<file path="src/rtl/mips_encoder.sv">
// MIPS instruction encoder: packs R/I/J field sets into 32-bit words and queues
// them, with their load addresses and per-word field-error flags, in a small FIFO.
module mips_encoder #(
  parameter int unsigned DEPTH     = 4,
  parameter logic [31:0] BASE_ADDR = 32'h0040_0000
) (
  input  logic        clk,
  input  logic        reset,
  input  logic        in_valid,
  output logic        in_ready,
  input  logic [5:0]  OpCode,
  input  logic [4:0]  Rs,
  input  logic [4:0]  Rt,
  input  logic [4:0]  Rd,
  input  logic [4:0]  shamt,
  input  logic [5:0]  funct,
  input  logic [15:0] immediate,
  input  logic [25:0] target,
  output logic        out_valid,
  input  logic        out_ready,
  output logic [31:0] Instruction,
  output logic [31:0] Address,
  output logic        FieldErr,
  output logic [7:0]  ErrCount,
  output logic [15:0] WordCount
);

  localparam int unsigned PW = (DEPTH > 1) ? $clog2(DEPTH) : 1;
  localparam int unsigned CW = PW + 1;

  logic [31:0]   instr_mem [DEPTH];
  logic [31:0]   addr_mem  [DEPTH];
  logic          err_mem   [DEPTH];

  logic [PW-1:0] wr_ptr_q, wr_ptr_d;
  logic [PW-1:0] rd_ptr_q, rd_ptr_d;
  logic [CW-1:0] count_q, count_d;
  logic [31:0]   addr_q, addr_d;
  logic [7:0]    err_cnt_q, err_cnt_d;
  logic [15:0]   word_cnt_q, word_cnt_d;

  logic          is_r, is_j;
  logic [31:0]   enc_instr;
  logic          enc_err;
  logic          accept, pop;

  assign is_r = (OpCode == 6'd0);
  assign is_j = (OpCode == 6'd2) || (OpCode == 6'd3) || (OpCode == 6'd26);

  // Format-specific packing; unused fields only feed the error flag
  always_comb begin
    enc_instr = '0;
    enc_err   = 1'b0;
    if (is_r) begin
      enc_instr = {OpCode, Rs, Rt, Rd, shamt, funct};
      enc_err   = (immediate != 16'd0) || (target != 26'd0);
    end else if (is_j) begin
      enc_instr = {OpCode, target};
      enc_err   = (Rs != 5'd0) || (Rt != 5'd0) || (Rd != 5'd0) ||
                  (shamt != 5'd0) || (funct != 6'd0) || (immediate != 16'd0);
    end else begin
      enc_instr = {OpCode, Rs, Rt, immediate};
      enc_err   = (Rd != 5'd0) || (shamt != 5'd0) || (funct != 6'd0) ||
                  (target != 26'd0);
    end
  end

  assign in_ready  = (count_q < CW'(DEPTH));
  assign out_valid = (count_q != '0);
  assign accept    = in_valid && in_ready && !reset;
  assign pop       = out_valid && out_ready && !reset;

  // Head is read straight from storage; zeroed while empty so reset reads 0
  assign Instruction = out_valid ? instr_mem[rd_ptr_q] : 32'd0;
  assign Address     = out_valid ? addr_mem[rd_ptr_q]  : 32'd0;
  assign FieldErr    = out_valid ? err_mem[rd_ptr_q]   : 1'b0;
  assign ErrCount    = err_cnt_q;
  assign WordCount   = word_cnt_q;

  always_comb begin
    wr_ptr_d   = wr_ptr_q;
    rd_ptr_d   = rd_ptr_q;
    count_d    = count_q;
    addr_d     = addr_q;
    err_cnt_d  = err_cnt_q;
    word_cnt_d = word_cnt_q;
    if (accept) begin
      wr_ptr_d   = wr_ptr_q + PW'(1);
      addr_d     = addr_q + 32'd4;
      word_cnt_d = word_cnt_q + 16'd1;
      if (enc_err && (err_cnt_q != 8'hFF)) err_cnt_d = err_cnt_q + 8'd1;
    end
    if (pop) rd_ptr_d = rd_ptr_q + PW'(1);
    case ({accept, pop})
      2'b10:   count_d = count_q + CW'(1);
      2'b01:   count_d = count_q - CW'(1);
      default: count_d = count_q;
    endcase
  end

  always_ff @(posedge clk) begin
    if (reset) begin
      wr_ptr_q   <= '0;
      rd_ptr_q   <= '0;
      count_q    <= '0;
      addr_q     <= BASE_ADDR;
      err_cnt_q  <= '0;
      word_cnt_q <= '0;
    end else begin
      wr_ptr_q   <= wr_ptr_d;
      rd_ptr_q   <= rd_ptr_d;
      count_q    <= count_d;
      addr_q     <= addr_d;
      err_cnt_q  <= err_cnt_d;
      word_cnt_q <= word_cnt_d;
    end
  end

  // Storage needs no reset: occupancy gates every read
  always_ff @(posedge clk) begin
    if (accept) begin
      instr_mem[wr_ptr_q] <= enc_instr;
      addr_mem[wr_ptr_q]  <= addr_q;
      err_mem[wr_ptr_q]   <= enc_err;
    end
  end

endmodule

</file>
<file path="config.mk">
export PLATFORM = sky130hd
export DESIGN_NAME = mips_encoder
export DESIGN_NICKNAME = d
export VERILOG_FILES = /design/src/rtl/mips_encoder.sv
export SDC_FILE = /design/constraint.sdc
export NUM_CORES = 1
export LEC_CHECK = 0
export BUFFER_PORTS_ARGS = -buffer_cell sky130_fd_sc_hd__buf_4
export CELL_PAD_IN_SITES_DETAIL_PLACEMENT = 0
export CELL_PAD_IN_SITES_GLOBAL_PLACEMENT = 1
export CORE_ASPECT_RATIO = 1.75
export CORE_MARGIN = 2
export CORE_UTILIZATION = 52
export CTS_CLUSTER_DIAMETER = 80
export CTS_CLUSTER_SIZE = 8
export DETAILED_ROUTE_END_ITERATION = 16
export HOLD_SLACK_MARGIN = 0.02
export PLACE_DENSITY_LB_ADDON = 0.1
export RECOVER_POWER = 100
export SKIP_CTS_REPAIR_TIMING = 1
export SLEW_MARGIN = 0
export SYNTH_ARGS = -nofsm -noshare
export SYNTH_HDL_FRONTEND = slang
export SYNTH_SLANG_ARGS = --single-unit
</file>
<file path="constraint.sdc">
create_clock -name clk -period 7.1 [get_ports clk]
set_clock_uncertainty 0.05 [all_clocks]
set_input_delay 0.355 -clock clk [delete_from_list [all_inputs] [get_ports clk]]
set_output_delay 0.355 -clock clk [all_outputs]
set_load 0.05 [all_outputs]
</file>
==> impl_metrics.ini <==
[placement]
dp.cells = 1266
numPortBuffers = 166
gp_congestion = 0.8352
hpwlAfterDp_um = 17860

[global_route]
antenna_found_initial = 0
grt_max_degree = 66
overflow = 0
grt_pass1_vias = 8066
grtUsageTotal_pct = 21.90
grt_pass1_wl_um = 43080

[detailed_routing]
routed.top_layer = met4
ant_nets = 0
vias = 7612
routed_wl_um = 27920
dr.pass1.iters = 5
drt_first_iter_violations = 519
met1_length_um = 10180
vias_per_cell = 5.664
wl_met2_um = 15120
route.detailed.drc = 0
detailroute.wirelength.met3_um = 1542
wl_per_cell_um = 20.78

[timing]
finalMaxSlewViolations = 344
finalHoldViolCount = 0
period_share_pct = 59.69
setup_viol = 0
fmax_mhz = 236.0
slew_headroom_pct = -70.79
tns_ns = 0
min_period_ns = 4.238
rsz0062_at_grt = false
worst_slew_pin_slew_ns = 2.562
holdWs_ns = 0.1568

[logic_synthesis]
syn-cell-area_um2 = 12880
synth_compound_area_share_pct = 2.282
synth-seq-area-share_pct = 68.52
synth_area_per_cell_um2 = 15.75
yosys_warnings = 0
ys_top_cells_by_area = edfxtp_1 (59%), mux4_2 (11%), dfxtp_1 (9.8%)
ys_ff_latch = 315
synth_area_leader_cell = edfxtp_1
ys_types = 50
synthAdderAreaFrac_pct = 0.9323
async_flop_share_pct = 0
synth_flop_cell = edfxtp_1
synth_top_family_by_area = multiplexers
synthMuxAreaShare_pct = 12.08
netlist_instances = 818
synthXorXnorAreaFrac_pct = 3.059
synth-edff-count = 252
synth_top_area_share_pct = 58.74
synthSimpleGateAreaFrac_pct = 11.55

[clock_tree]
cts_buffer_depth = 3
cts_num_sinks = 315
htreeDepth = 2
cts-buffers-inserted = 45
cts_root_buffer = clkbuf_16
insertion_delay_ns = 0.53
cts_tree = yes
clk_pin_slew_ns = 0.05

[power_and_ir_drop]
clockPowerShare_pct = 41.6
p_leak_nw = 5.481
p_comb_share_pct = 13.8
p_sw_share_pct = 25.28
power_density_nw_per_um2 = 297.1
switchingPower_mw = 1.169
p_seq_share_pct = 44.6
ir_drop_v = 0.0002019
intPower_mw = 3.456

[die]
io_pins = 169
dieArea_um2 = 26100
dieWidth_um = 123.0
chipHeight_um = 212.2
initial_core_util_pct = 52.51
num_rows = 76
core_area_um2 = 24530

[critical_path]
criticalPathCategory = reg2reg
crit_fanout = 63
crit_required_ns = 7.15
critPathCaptureType = register
start_kind = register
arrival_ns = 4.29

[outcome]
status = finished, violations left
failed_checks = capacitance limit, slew limit

[finish]
final_layout_size_suffix_gt1_share_pct = 25.00
fin_cells = 1344
nets = 1092
area_delta_synth_final_pct = 20.82
layout.cells.most_common = edfxtp_1
final_cell_mix = edfxtp_1 (252), buf_4 (130), clkbuf_1 (65)
num_antenna_cells = 0

[job]
cap_violations = 6

[min_path]
hold_class = in2reg
==> state kept, by name, summed over array words and instances (netlist names), named ones only <==
register	count
ErrCount	8
count_q	3
rd_ptr_q	2
addr_q	30
err_mem	4
WordCount	16
wr_ptr_q	2
instr_mem	128
addr_mem	120
==> power by group through the flow <==
stage | registers [mW] | clock network [mW] | logic (mW)
floorplan | 2.09 | 0 | 0.441
finish | 2.06 | 1.93 | 0.637
global route | 2.06 | 2.03 | 0.677
global placement | 2.09 | 0 | 0.650
CTS | 2.06 | 1.96 | 0.660
detailed placement | 2.10 | 0 | 0.659
==> critical path, cell delays in order, from the launching register on <==
cell      delay [ns]
dfxtp_1         0.32
nor3b_1         1.62
and2_2          0.35
clkbuf_2        1.32
==> through the flow <==
step	power [mW]	setup slack (ns)	utilization [%]	cell area, µm²
2_1_floorplan	2.533	4.020	-	12890
3_3_place_gp	2.741	3.827	58.85	14440
3_5_place_dp	2.755	3.662	58.85	14440
4_1_cts	4.686	3.567	64.09	15720
5_1_grt	4.776	2.517	63.45	15570
6_report	4.625	2.862	63.45	15570
==> metal layers <==
layer	vias to the layer above	global-route usage, %
met5	-	0
met2	253	40.73
met1	3819	24.33
li1	3470	-
met4	0	9.561
met3	70	3.299
==> synth_stat cells, types with 3 or more instances <==
master / n
ha_1: 8
nand3_1: 20
nand2_1: 64
mux4_2: 63
clkbuf_1: 28
mux2_2: 10
nor3_1: 4
xor2_1: 33
or3_1: 9
buf_1: 5
and4_1: 4
and2_1: 67
o21ai_0: 10
and3_1: 13
inv_1: 9
nor2_1: 60
a21oi_1: 11
dfxtp_1: 63
nand4_1: 9
nand2b_1: 3
a22oi_1: 16
edfxtp_1: 252
nor4_1: 16
xnor2_1: 12
buf_2: 3
==> logic make-up after synthesis <==
family / Yosys count
AOI/OAI and AO/OA: 44
xor gates and xnor gates: 45
adders and majority gates: 9
buffers and inverters: 48
DFF: 315
muxes: 75
other: 1
and+or+nand+nor: 281
==> area by class of cell <==
cell class / instances / area, µm²
clock inverters: 2 / 15.01
flip-flops and latches: 315 / 8833
clock buffers: 72 / 1270
repair buffers: 178 / 1186
inverters: 9 / 33.78
fillers: 1879 / 8967
well taps: 312 / 390.4
multi-input cells: 456 / 3837
==> path summary, 6_finish.rpt <==
| path | from | endpoint | slack, ns | depth (start not counted) |
|---|---|---|---|---|
| hold / removal | immediate[10] | instr_mem[1][10]$_DFFE_PP_ | 0.16 | 3 |
| hold reg to reg | count_q[1]$_SDFFE_PP0P_ | count_q[1]$_SDFFE_PP0P_ | 0.45 | 2 |
| setup reg to reg | count_q[2]$_SDFFE_PP0P_ | instr_mem[2][14]$_DFFE_PP_ | 2.86 | 3 |
| setup / recovery | count_q[2]$_SDFFE_PP0P_ | instr_mem[2][14]$_DFFE_PP_ | 2.86 | 3 |
(Power assumes the default switching activity.)
